`src/rtl/trng_pkg.sv`:
```
// Shared types and defaults for the TRNG controller: FSM state encoding,
// default parameter values and a counter-width helper.
package trng_pkg;

  typedef enum logic [2:0] {
    ST_IDLE    = 3'd0,
    ST_WARMUP  = 3'd1,
    ST_COLLECT = 3'd2,
    ST_HOLD    = 3'd3,
    ST_ERROR   = 3'd4
  } trng_state_t;

  localparam int DEF_WIDTH         = 32;
  localparam int DEF_SAMPLE_DIV    = 4;
  localparam int DEF_WARMUP_CYCLES = 256;
  localparam int DEF_REP_LIMIT     = 32;

  // Width of a counter that holds 0..limit-1; never narrower than one bit.
  function automatic int cnt_w(input int limit);
    return (limit < 2) ? 1 : $clog2(limit);
  endfunction

endpackage

```
`src/rtl/trng_ctrl_if.sv`:
```
// Output word stream of the TRNG controller.
// valid_o/ready_i: a word moves when both are 1 at a clk edge; once valid_o
// rises, data_o and valid_o stay stable until that transfer, and ready_i is
// ignored while valid_o is 0.
interface trng_ctrl_if #(
  parameter int WIDTH = trng_pkg::DEF_WIDTH
);
  logic [WIDTH-1:0] data_o;
  logic             valid_o;
  logic             ready_i;

  modport master (output data_o, output valid_o, input ready_i);
  modport slave  (input data_o, input valid_o, output ready_i);
endinterface

```
`src/rtl/trng_vn_debias.sv`:
```
// Von Neumann debiaser: pairs consecutive raw samples (first, second);
// 01 emits 0, 10 emits 1, 00 and 11 are dropped.
module trng_vn_debias (
  input  logic clk,
  input  logic rst,
  input  logic clear,
  input  logic strobe,
  input  logic raw_bit,
  output logic bit_valid,
  output logic bit_val
);

  logic have_first;
  logic first;

  // The emitted bit equals the first sample of a differing pair.
  assign bit_valid = strobe && have_first && (first != raw_bit);
  assign bit_val   = first;

  always_ff @(posedge clk or posedge rst) begin
    if (rst) begin
      have_first <= 1'b0;
      first      <= 1'b0;
    end else if (clear) begin
      have_first <= 1'b0;
    end else if (strobe) begin
      if (have_first) begin
        have_first <= 1'b0;
      end else begin
        have_first <= 1'b1;
        first      <= raw_bit;
      end
    end
  end

endmodule

```
`src/rtl/trng_ctrl.sv`:
```
// TRNG controller: warms up the oscillator bank, samples it on a divided
// strobe, debiases into LSB-first words and runs a repetition health test.
module trng_ctrl
  import trng_pkg::*;
#(
  parameter int WIDTH         = DEF_WIDTH,
  parameter int SAMPLE_DIV    = DEF_SAMPLE_DIV,
  parameter int WARMUP_CYCLES = DEF_WARMUP_CYCLES,
  parameter int REP_LIMIT     = DEF_REP_LIMIT
) (
  input  logic        clk,
  input  logic        rst,
  input  logic        enable,
  input  logic        clear_err,
  input  logic        trng_bit,
  output logic        trng_en,
  output logic        error_o,
  trng_ctrl_if.master out_if,
  output trng_state_t dbg_state
);

  localparam int WARM_W = cnt_w(WARMUP_CYCLES);
  localparam int DIV_W  = cnt_w(SAMPLE_DIV);
  localparam int REP_W  = cnt_w(REP_LIMIT);
  localparam int BIT_W  = cnt_w(WIDTH);

  trng_state_t      state;
  logic [WARM_W-1:0] warm_cnt;
  logic [DIV_W-1:0]  div_cnt;
  logic [REP_W-1:0]  rep_cnt;
  logic [BIT_W-1:0]  bit_cnt;
  logic              have_prev;
  logic              prev_bit;
  logic [WIDTH-1:0]  word;
  logic [WIDTH-1:0]  next_word;
  logic [WIDTH-1:0]  data_q;
  logic              valid_q;

  logic strobe;
  logic rep_hit;
  logic bit_valid;
  logic bit_val;
  logic word_done;
  logic go_idle;

  assign strobe    = (state == ST_COLLECT) && (div_cnt == DIV_W'(SAMPLE_DIV - 1));
  // rep_cnt counts repeats after the first sample of a run, so REP_LIMIT-2
  // repeats plus one more equal sample is a run of REP_LIMIT.
  assign rep_hit   = strobe && have_prev && (trng_bit == prev_bit) &&
                     (rep_cnt == REP_W'(REP_LIMIT - 2));
  assign word_done = bit_valid && (bit_cnt == BIT_W'(WIDTH - 1));
  assign go_idle   = !enable && ((state == ST_WARMUP) || (state == ST_COLLECT) ||
                                 (state == ST_HOLD));

  always_comb begin
    next_word          = word;
    next_word[bit_cnt] = bit_val;
  end

  trng_vn_debias u_debias (
    .clk       (clk),
    .rst       (rst),
    .clear     (state != ST_COLLECT),
    .strobe    (strobe),
    .raw_bit   (trng_bit),
    .bit_valid (bit_valid),
    .bit_val   (bit_val)
  );

  always_ff @(posedge clk or posedge rst) begin
    if (rst) begin
      state     <= ST_IDLE;
      trng_en   <= 1'b0;
      error_o   <= 1'b0;
      valid_q   <= 1'b0;
      data_q    <= '0;
      word      <= '0;
      warm_cnt  <= '0;
      div_cnt   <= '0;
      rep_cnt   <= '0;
      bit_cnt   <= '0;
      have_prev <= 1'b0;
      prev_bit  <= 1'b0;
    end else if (go_idle) begin
      state     <= ST_IDLE;
      trng_en   <= 1'b0;
      valid_q   <= 1'b0;
      word      <= '0;
      warm_cnt  <= '0;
      div_cnt   <= '0;
      rep_cnt   <= '0;
      bit_cnt   <= '0;
      have_prev <= 1'b0;
    end else begin
      case (state)
        ST_IDLE: begin
          trng_en <= 1'b0;
          valid_q <= 1'b0;
          if (enable) begin
            state    <= ST_WARMUP;
            trng_en  <= 1'b1;
            warm_cnt <= '0;
          end
        end
        ST_WARMUP: begin
          if (warm_cnt == WARM_W'(WARMUP_CYCLES - 1)) begin
            state     <= ST_COLLECT;
            warm_cnt  <= '0;
            div_cnt   <= '0;
            rep_cnt   <= '0;
            bit_cnt   <= '0;
            have_prev <= 1'b0;
            word      <= '0;
          end else begin
            warm_cnt <= warm_cnt + 1'b1;
          end
        end
        ST_COLLECT: begin
          if (strobe) begin
            div_cnt <= '0;
            if (!have_prev) begin
              have_prev <= 1'b1;
              prev_bit  <= trng_bit;
              rep_cnt   <= '0;
            end else if (trng_bit != prev_bit) begin
              prev_bit <= trng_bit;
              rep_cnt  <= '0;
            end else if (!rep_hit) begin
              rep_cnt <= rep_cnt + 1'b1;
            end
          end else begin
            div_cnt <= div_cnt + 1'b1;
          end
          // The health trip wins over a word completing on the same strobe.
          if (rep_hit) begin
            state   <= ST_ERROR;
            trng_en <= 1'b0;
            error_o <= 1'b1;
            word    <= '0;
            bit_cnt <= '0;
          end else if (word_done) begin
            state   <= ST_HOLD;
            data_q  <= next_word;
            valid_q <= 1'b1;
            word    <= '0;
            bit_cnt <= '0;
          end else if (bit_valid) begin
            word    <= next_word;
            bit_cnt <= bit_cnt + 1'b1;
          end
        end
        ST_HOLD: begin
          if (out_if.ready_i) begin
            state     <= ST_COLLECT;
            valid_q   <= 1'b0;
            div_cnt   <= '0;
            rep_cnt   <= '0;
            bit_cnt   <= '0;
            have_prev <= 1'b0;
            word      <= '0;
          end
        end
        ST_ERROR: begin
          trng_en <= 1'b0;
          valid_q <= 1'b0;
          if (clear_err) begin
            state   <= ST_IDLE;
            error_o <= 1'b0;
          end
        end
        default: begin
          state   <= ST_IDLE;
          trng_en <= 1'b0;
          valid_q <= 1'b0;
          error_o <= 1'b0;
        end
      endcase
    end
  end

  assign out_if.data_o  = data_q;
  assign out_if.valid_o = valid_q;
  assign dbg_state      = state;

endmodule

```
`src/flat_wrapper.sv`:
```
// flat-port wrapper written by rule: the top's interface ports become plain ports
module trng_ctrl_flat import trng_pkg::*;
#(
  parameter int WIDTH         = DEF_WIDTH,
  parameter int SAMPLE_DIV    = DEF_SAMPLE_DIV,
  parameter int WARMUP_CYCLES = DEF_WARMUP_CYCLES,
  parameter int REP_LIMIT     = DEF_REP_LIMIT
)
  (clk, rst, enable, clear_err, trng_bit, trng_en, error_o, dbg_state, out_if_data_o, out_if_valid_o, out_if_ready_i);
  trng_ctrl_if #(.WIDTH(WIDTH)) out_if_i ();
  input  logic clk;
  input  logic rst;
  input  logic enable;
  input  logic clear_err;
  input  logic trng_bit;
  output logic trng_en;
  output logic error_o;
  output trng_state_t dbg_state;
  output wire logic [$bits(out_if_i.data_o)-1:0] out_if_data_o;
  output wire logic [$bits(out_if_i.valid_o)-1:0] out_if_valid_o;
  input wire logic [$bits(out_if_i.ready_i)-1:0] out_if_ready_i;
  assign out_if_data_o = out_if_i.data_o;
  assign out_if_valid_o = out_if_i.valid_o;
  assign out_if_i.ready_i = out_if_ready_i;
  trng_ctrl #(.WIDTH(WIDTH), .SAMPLE_DIV(SAMPLE_DIV), .WARMUP_CYCLES(WARMUP_CYCLES), .REP_LIMIT(REP_LIMIT)) u_core (.clk(clk), .rst(rst), .enable(enable), .clear_err(clear_err), .trng_bit(trng_bit), .trng_en(trng_en), .error_o(error_o), .out_if(out_if_i), .dbg_state(dbg_state));
endmodule
```
`config.mk`:
```
export PLATFORM = sky130hd
export DESIGN_NAME = trng_ctrl_flat
export DESIGN_NICKNAME = d
export VERILOG_FILES = /design/src/rtl/trng_pkg.sv /design/src/rtl/trng_ctrl_if.sv /design/src/rtl/trng_vn_debias.sv /design/src/rtl/trng_ctrl.sv /design/src/flat_wrapper.sv
export SDC_FILE = /design/constraint.sdc
export NUM_CORES = 1
export LEC_CHECK = 0
export ABC_AREA = 1
export BUFFER_PORTS_ARGS = -buffer_cell sky130_fd_sc_hd__buf_2
export CAP_MARGIN = 10
export CORE_ASPECT_RATIO = 1.75
export CORE_MARGIN = 3
export CORE_UTILIZATION = 45
export DETAILED_ROUTE_END_ITERATION = 12
export GPL_TIMING_DRIVEN = 0
export PLACE_DENSITY = 0.73
export SYNTH_ARGS = -nofsm -noshare
export SYNTH_HDL_FRONTEND = slang
export SYNTH_SLANG_ARGS = --single-unit
```
`constraint.sdc`:
```
create_clock -name clk -period 7.3 [get_ports clk]
set_input_delay 1.46 -clock clk [delete_from_list [all_inputs] [get_ports clk]]
set_output_delay 1.46 -clock clk [all_outputs]
set_load 0.005 [all_outputs]
```
Word level (Yosys, flattened, before mapping). Cells that the tools add are included.

Input port bits: 6. Bits in registers: 94. Output and inout port bits: 38.

Equal/unequal tests: 28. Add/subtract/negate cells: 4. Order comparisons: 2. Bitwise gates (word level): 5. Mux-type cells: 61. Reductions and logical operators: 30.

Operators by type and width (number): $mux W32 (6); $pmux W32 S3 (1); $mux W5 (11); $bwmux W32 (1); $pmux W5 S3 (2); $mux W8 (3); $reduce_and A4 Y1 (6); $mux W3 (7); $mux W1 (18); $pmux W8 S2 (1); $ne A3 B2 Y1 const B (5); $pmux W3 S5 (1); $pmux W1 S3 (4); $add A5 B1 Y5 const B (2); $eq A5 B5 Y1 const B (2); $reduce_and A5 Y1 (2); $logic_and A1 B1 Y1 (9); $ne A3 B1 Y1 const B (3); $add A8 B1 Y8 const B (1); $eq A8 B8 Y1 const B (1); $mux W2 (4); $eq A3 B2 Y1 const B (2); $lt A5 B6 Y1 const B (1); $ne A2 B1 Y1 const B (3); other kinds (25) (34).

Longest topological paths before layout. Gate-level depths: netlist of the first run.

Depth after elaboration: 11. Mapped depth: 12. Gate-level depth less buffers: 11.

Cells and area by module. A second synthesis of the first run with hierarchy kept.

Cell total of the unflattened synthesis: 656. Area, all modules: 5092.4 um^2.

By module, submodules not included: trng_ctrl (cells each 641, instances 1, seq. area each 2302.2 um^2, area each 4988.5 um^2); trng_vn_debias (cells each 15, instances 1, seq. area each 50.0 um^2, area each 103.8 um^2).

Least setup slack after synthesis of the first run. Ideal clock, no wire load.

Path kind: input -> register. Start point: input port enable. End point: register u_core.word[15]. Data arrival time: 2.528 ns. Library setup time: 0.118 ns. Path slack: 4.654 ns. Buffers on the path: 2. Cell stages on the path: 10. Data required time: 7.182 ns. Cells stage by stage: inv_1 > nand3_1 > buf_2 > nand2_2 > nand3_4 > nor2_4 > inv_2 > buf_2 > nand2_1 > nand2_1.

Cells in the longest elaborated chain, start to end: 4. Elaborated cells on any way between the ends: 8. Those cells by class: 3 x eq/ne; 1 x mux; 4 x reduce/logical.

RTL lines: start: declaration (RTL line flat_wrapper.sv:13) `input logic enable;`; $logic_not A1 Y1 * (RTL line trng_ctrl.sv:52) `assign go_idle = !enable && ((state == ST_WARMUP) || (state == ST_COLLECT) ||`; $logic_and A1 B1 Y1 * (RTL line trng_ctrl.sv:52); $ne A5 B1 Y1 (no source line) (tied with other cells); $reduce_and A4 Y1 (no source line); end signal: assignment (RTL line trng_ctrl.sv:148) `word <= next_word;`; end: declaration (RTL line trng_ctrl.sv:34) `logic [WIDTH-1:0] word;`.

Every way passes the cells marked *; elsewhere a longest branch is shown, timed or not. A chain may end at the register's enable or synchronous reset.

Worst setup path after layout of the first run.
Start point: input port trng_bit. End point: register u_core.word[22].

Cells in the longest elaborated chain, start to end: 7. Elaborated cells on any way between the ends: 12. Those cells by class: 3 x eq/ne; 4 x mux; 5 x reduce/logical.

RTL lines: start: declaration (RTL line flat_wrapper.sv:15) `input logic trng_bit;`; $ne A1 B1 Y1 (RTL line trng_vn_debias.sv:17) `assign bit_valid = strobe && have_first && (first != raw_bit);`; $logic_and A1 B1 Y1 (RTL line trng_vn_debias.sv:17); $logic_and A1 B1 Y1 (RTL line trng_ctrl.sv:51) `assign word_done = bit_valid && (bit_cnt == BIT_W'(WIDTH - 1));`; $mux W32 (RTL line trng_ctrl.sv:141) `end else if (word_done) begin`; $mux W32 (RTL line trng_ctrl.sv:135) `if (rep_hit) begin`; $pmux W32 S3 (RTL line trng_ctrl.sv:95) `case (state)`; $mux W32 (RTL line trng_ctrl.sv:84) `end else if (go_idle) begin`.

Parallel ways exist; a longest one is shown, timed or not.

==> results of run 1 <==
==> sequential cells by signal (all words and copies together) (netlist names) <==
| name | cells |
|---|---|
| u_core.bit_cnt | 5 |
| u_core.dbg_state | 3 |
| u_core.div_cnt | 2 |
| u_core.error_o | 1 |
| u_core.have_prev | 1 |
| u_core.out_if.data_o | 32 |
| u_core.out_if.valid_o | 1 |
| u_core.prev_bit | 1 |
| u_core.rep_cnt | 5 |
| u_core.trng_en | 1 |
| u_core.u_debias.bit_val | 1 |
| u_core.u_debias.have_first | 1 |
| u_core.warm_cnt | 8 |
| u_core.word | 32 |
==> power groups by stage <==
stage	registers [µW]	clock network (µW)	logic (µW)
global placement	583	0	460
finish	576	503	472
CTS	576	513	473
detailed placement	585	0	470
floorplan	581	0	346
global route	581	538	524
==> worst max-delay path, cell delays in order <==
cell and delay, ns:
buf_2 0.12, inv_1 0.11, nand2_1 0.07, nand2_1 0.07, nor2_1 0.06, nand3_2 0.20
nand2_1 0.12, nor2_2 0.37, buf_2 0.33, nand3_1 0.12, nand2_1 0.07
==> cell type report <==
type | instances | area share [%]
Clock buffer | 12 | 4.61
Inverter | 31 | 2.13
Sequential cell | 94 | 42.2
Timing Repair Buffer | 44 | 4.36
Tap cell | 127 | 2.85
Buffer | 29 | 2.76
Clock inverter | 3 | 1.21
Multi-Input combinational cell | 481 | 39.8
==> cell usage in the layout, fill, tap and decap left out, types with 2 or more instances in the layout <==
cell	n
nor2_1	28
nand2_1	261
nor2_2	5
nor3_1	11
buf_2	52
bufinv_16	2
clkbuf_16	9
ha_1	9
buf_6	4
clkbuf_1	16
clkbuf_8	2
xnor2_1	4
nand3_2	2
a21oi_1	9
inv_2	4
o21ai_0	72
dfrtp_1	94
a31oi_1	6
nor2_4	2
inv_1	26
nand3_1	55
nand4_1	6
xor2_1	3
==> how the worst max path moves through the flow <==
stage,slack [ns],from,depth (start not counted),to
floorplan,3.39,rst,1,u_core.bit_cnt[0]$_DFFE_PP0P_
global placement,2.32,rst,2,u_core.word[24]$_DFFE_PP0P_
detailed placement,4.12,trng_bit,11,u_core.word[6]$_DFFE_PP0P_
CTS,4.46,trng_bit,11,u_core.word[11]$_DFFE_PP0P_
global route,4.29,trng_bit,11,u_core.word[11]$_DFFE_PP0P_
finish,4.47,trng_bit,11,u_core.word[22]$_DFFE_PP0P_
==> cells by family (layout without fill, tap and decap cells) <==
logic type,count (synthesis),in the layout,share of synthesized area (%)
flip-flops,94,94,48.6
AO/OA/AOI/OAI,91,91,9.85
AND/OR/NAND/NOR,373,373,32.2
adder cells (fa/ha/maj),9,9,2.33
multiplexers,1,1,0.207
XOR/XNOR,7,7,1.27
buffers and inverters,60,119,5.58
==> routing by layer <==
| metal | GRT usage (%) | wire [µm] | up-vias |
|---|---|---|---|
| met5 | 0 | 0 | - |
| met4 | 7.42 | 221 | 0 |
| met3 | 3.41 | 471 | 17 |
| met2 | 37.3 | 6230 | 110 |
| met1 | 23.3 | 4710 | 2038 |
| li1 | - | - | 2170 |
==> stage by stage <==
step	cell area, µm²	setup WS (ns)	instances	power, µW
2_1_floorplan	4840	3.39	635	926
3_3_place_gp	5210	2.32	805	1040
3_5_place_dp	5240	4.12	806	1060
4_1_cts	5570	4.46	821	1560
5_1_grt	5570	4.29	821	1640
6_report	5570	4.47	821	1550
==> impl_metrics.ini, run 1 <==
[cts]
clk_path_buf_depth = 2
clockRootBuffer = clkbuf_16
clock-sinks = 94
worstSkewPairLatency_ns = 0.34
cts_tree = yes
postCtsSetupRepairBufs = 0
cts.clk_slew.worst_paths_ns = 0.06
cts_resized = 0
htree_levels = 3
postCtsHoldBufs = 0
numCtsBuffers = 9

[global_routing]
grt_pass1_vias = 4308
antenna_found_initial = 0
overflow = 0
grt_max_degree = 70
grt_pass1_wl_mm = 19.9
grtUsageTotal_pct = 20.2

[synth]
yosys-top-cells-area = dfrtp_1, nand2_1, o21ai_0
syn_inst = 635
synth_area_mm2 = 0.00484
yosys_warnings = 0
yosysSeqAreaShare_pct = 48.6
synth_edf_count = 0
netlist.area_leader.share_pct = 48.6
synth_common_cells = nand2_1, dfrtp_1, o21ai_0
yosys_register_bits = 94
ys_types = 29
synth_most_common_cell = nand2_1
syn-num-nets = 650
async_flop_share_pct = 100
synth_top_cell_by_area = dfrtp_1
synth_flop_cell = dfrtp_1
syn_avg_cell_area_um2 = 7.62

[placement]
hpwl_mm = 8.60
io_buffers = 43
place.gp.congestion = 0.869

[pwr]
power.leakage_uw = 0.00297
p_seq_share_pct = 37.1
p_sw_uw = 545
vdd.ir_drop.worst_mv = 0.194
combPwrFrac_pct = 30.4
clock_power_share_pct = 32.5
internal_power_uw = 1010
power_density_mw_per_mm2 = 279
p_sw_share_pct = 35.2

[setup_path]
worstSetupEndpointType = flop
r2r_start = u_core.bit_cnt[1]$_DFFE_PP0P_
reg2regPathDepth = 10
critPathArrivalTime_ns = 3.11
worstSetupPathType = input pin to flop
critPathLaunchType = input pin
r2r-end = u_core.out_if.data_o[0]$_DFFE_PP0P_
rrSetupSlack_ns = 4.70
worstPathRequired_ns = 7.58
critical_path.max_fanout = 10

[floorplan]
dieArea_mm2 = 0.0121
rows = 49
io_pins = 44
core-area_mm2 = 0.0104
die_w_um = 84.4
initial_core_util_pct = 46.7
die_height_um = 143

[final_layout]
syn_to_final_growth_pct = 15.0
multi_input_area_mm2 = 0.00222
nets = 705
insertedDiodeCount = 0
num-fill-cells = 947
fin_util_pct = 53.7
seqCellArea_mm2 = 0.00235
drive_gt1_share_pct = 12.7

[timing]
clock.fmax_ghz = 0.354
post-route-min-period_ns = 2.83
relSlewSlack_pct = 64.5
skew_ns = 0.00654
fin_setup_tns_ns = 0
finalHoldViolCount = 0
slew_viol_final = 0
fin_crit_sh_pct = 38.7
setup-violations-final = 0
timing.hold.ws_ns = 0.478
worst_pin_slew_ns = 0.529
rsz0062_at_grt = false

[hold_path]
hold_path_class = flop to flop
min_to = u_core.word[24]$_DFFE_PP0P_
min-delay-start = u_core.word[24]$_DFFE_PP0P_
min_path_cells = 2

[drt]
detail-route-antenna-nets = 0
drtIter0Drc = 318
wl_per_cell_um = 14.2
first_pass_iters = 5
via_per_inst = 5.28
drc = 0
vias = 4335
drt_wl_total_mm = 11.6

[job]
cap_violations = 0

[outcome]
status = finished, final reports clean
Power figures use the tool's default switching activity.
==> inputs of run 2 (changes only) <==
PLACE_DENSITY = 0.76   (was 0.73)
clock period = 2.4 ns   (was 7.3 ns; I/O delays follow)
==> run 2 against run 1 <==
- combinational power increased to 3.2 times the previous value
- register-to-register slack got worse by 4.6 ns
- largest power group unchanged
- critical path type is now flop to flop
- final cell count decreased by 0.24%
==> impl_metrics.ini, run 2 (synthesis gave the netlist of run 1 again) <==
[setup_path]
critical_path.max_fanout = 10
crit_family = simple AND/OR/NAND/NOR gates
crit_chain = ha_4 > inv_1 > nor2_1 > ha_1 > nand3_2 > nand2_1 > nor2_4 > buf_2 > nand3_1 > nand2_1
critPathArrivalTime_ns = 2.52
worst-path-buf-inv = 2
cpMostUsedCell = nand2_1
cp-startpoint = u_core.bit_cnt[0]$_DFFE_PP0P_
worstSetupEndpointType = flop
worstPathRequired_ns = 2.63
cpPeakStageDelay_ns = 0.47
r2r_start = u_core.bit_cnt[0]$_DFFE_PP0P_
critPathLaunchType = flop
worstSetupPathType = flop to flop
crit_slowest_cell = dfrtp_1

[final_layout]
layout_commonest_cell = nand2_1
drive_gt1_share_pct = 13.4
syn_to_final_growth_pct = 15.0
layout_common_cells = nand2_1, dfrtp_1, o21ai_0
insertedDiodeCount = 0
num-fill-cells = 970
multi_input_area_mm2 = 0.00224
seqCellArea_mm2 = 0.00235
final_cell_count_no_fill = 819
nets = 704
fin_util_pct = 53.7
fin_area_mm2 = 0.00557

[cts]
postCtsHoldBufs = 0
postCtsSetupRepairBufs = 0
numCtsBuffers = 9
clock-sinks = 94
clockRootBuffer = clkbuf_16
htree_levels = 3
cts.clk_slew.worst_paths_ns = 0.06
cts_tree = yes
clk_path_buf_depth = 2
worstSkewPairLatency_ns = 0.34

[timing]
relSlewSlack_pct = 64.5
slew_viol_final = 0
fin_ws_ns = 0.113
setup-violations-final = 0
finalHoldViolCount = 0
fin_crit_sh_pct = 95.3
skew_ns = 0.00845
post-route-min-period_ns = 2.29
worst_pin_slew_ns = 0.532
clock.fmax_ghz = 0.437

[global_routing]
grtUsageTotal_pct = 20.9
overflow = 0
grt_pass1_wl_mm = 20.4
grt_pass1_vias = 4373
grt_max_degree = 42
antenna_found_initial = 0

[job]
cap_violations = 0

[placement]
place.gp.congestion = 0.922
io_buffers = 43
place_inst = 807
dp_slack_ns = -0.213
placed_cell_area_mm2 = 0.00526
hpwl_mm = 9.00

[floorplan]
io_pins = 44
die_w_um = 84.4
dieArea_mm2 = 0.0121
die_height_um = 143
initial_core_util_pct = 46.7
rows = 49
core-area_mm2 = 0.0104

[drt]
drc = 0
via_per_inst = 5.42
drt_wl_total_mm = 12.4
drtIter0Drc = 319
vias = 4441
detail-route-antenna-nets = 0
wl_per_cell_um = 15.1
first_pass_iters = 5

[pwr]
power.leakage_uw = 0.00296
power_density_mw_per_mm2 = 839
vdd.ir_drop.worst_mv = 0.606

[outcome]
status = finished, final reports clean

[hold_path]
hold_path_class = input pin to async pin
==> run 2: final timing paths <==
kind,endpoint,slack [ns],depth (start not counted)
worst max-delay path,u_core.word[15]$_DFFE_PP0P_,0.11,10
worst min-delay path,u_core.rep_cnt[2]$_DFFE_PP0P_,0.12,2
worst max register to register,u_core.word[15]$_DFFE_PP0P_,0.11,10
worst min register to register,u_core.word[22]$_DFFE_PP0P_,0.48,2
max in group asynchronous,u_core.out_if.data_o[24]$_DFFE_PP0P_,1.48,4
min in group clk,u_core.word[22]$_DFFE_PP0P_,0.48,2
==> run 2: final cells by class <==
type                            count  share of cell area, %
Buffer                             27                   2.68
Clock buffer                       10                   4.29
Clock inverter                      4                  0.877
Inverter                           31                   2.16
Multi-Input combinational cell    481                   40.3
Sequential cell                    94                   42.3
Tap cell                          127                   2.86
Timing Repair Buffer               45                   4.59
==> run 2: power breakdown <==
| part | internal (µW) | leakage, µW | switching [µW] |
|---|---|---|---|
| Combinational | 432 | 0.00152 | 1060 |
| Clock | 822 | 0.000144 | 592 |
| Sequential | 1670 | 0.00130 | 90.1 |
==> run 2: metal layers <==
layer / track usage [%] / vias to the layer above / wire length [µm]
met5: 0 / - / 0
met4: 8.84 / 0 / 285
met3: 3.52 / 25 / 528
met2: 38.8 / 135 / 6750
met1: 23.3 / 2110 / 4800
li1: - / 2171 / -
==> run 2: through the flow <==
step                power [µW]  hold slack, ns  setup TNS (ns)
finish                    4670           0.121               0
global placement          3180           0.462           -6.97
floorplan                 2820           0.446               0
CTS                       4650           0.121               0
global route              4890           0.148        -0.00931
detailed placement        3240           0.465           -9.92
==> run 2: repair_timing <==
| item | CTS | global route |
|---|---|---|
| gates cloned | 0 | 0 |
| gates resized for setup | 1 | 8 |
| endpoints found under the setup margin | 62 | 60 |
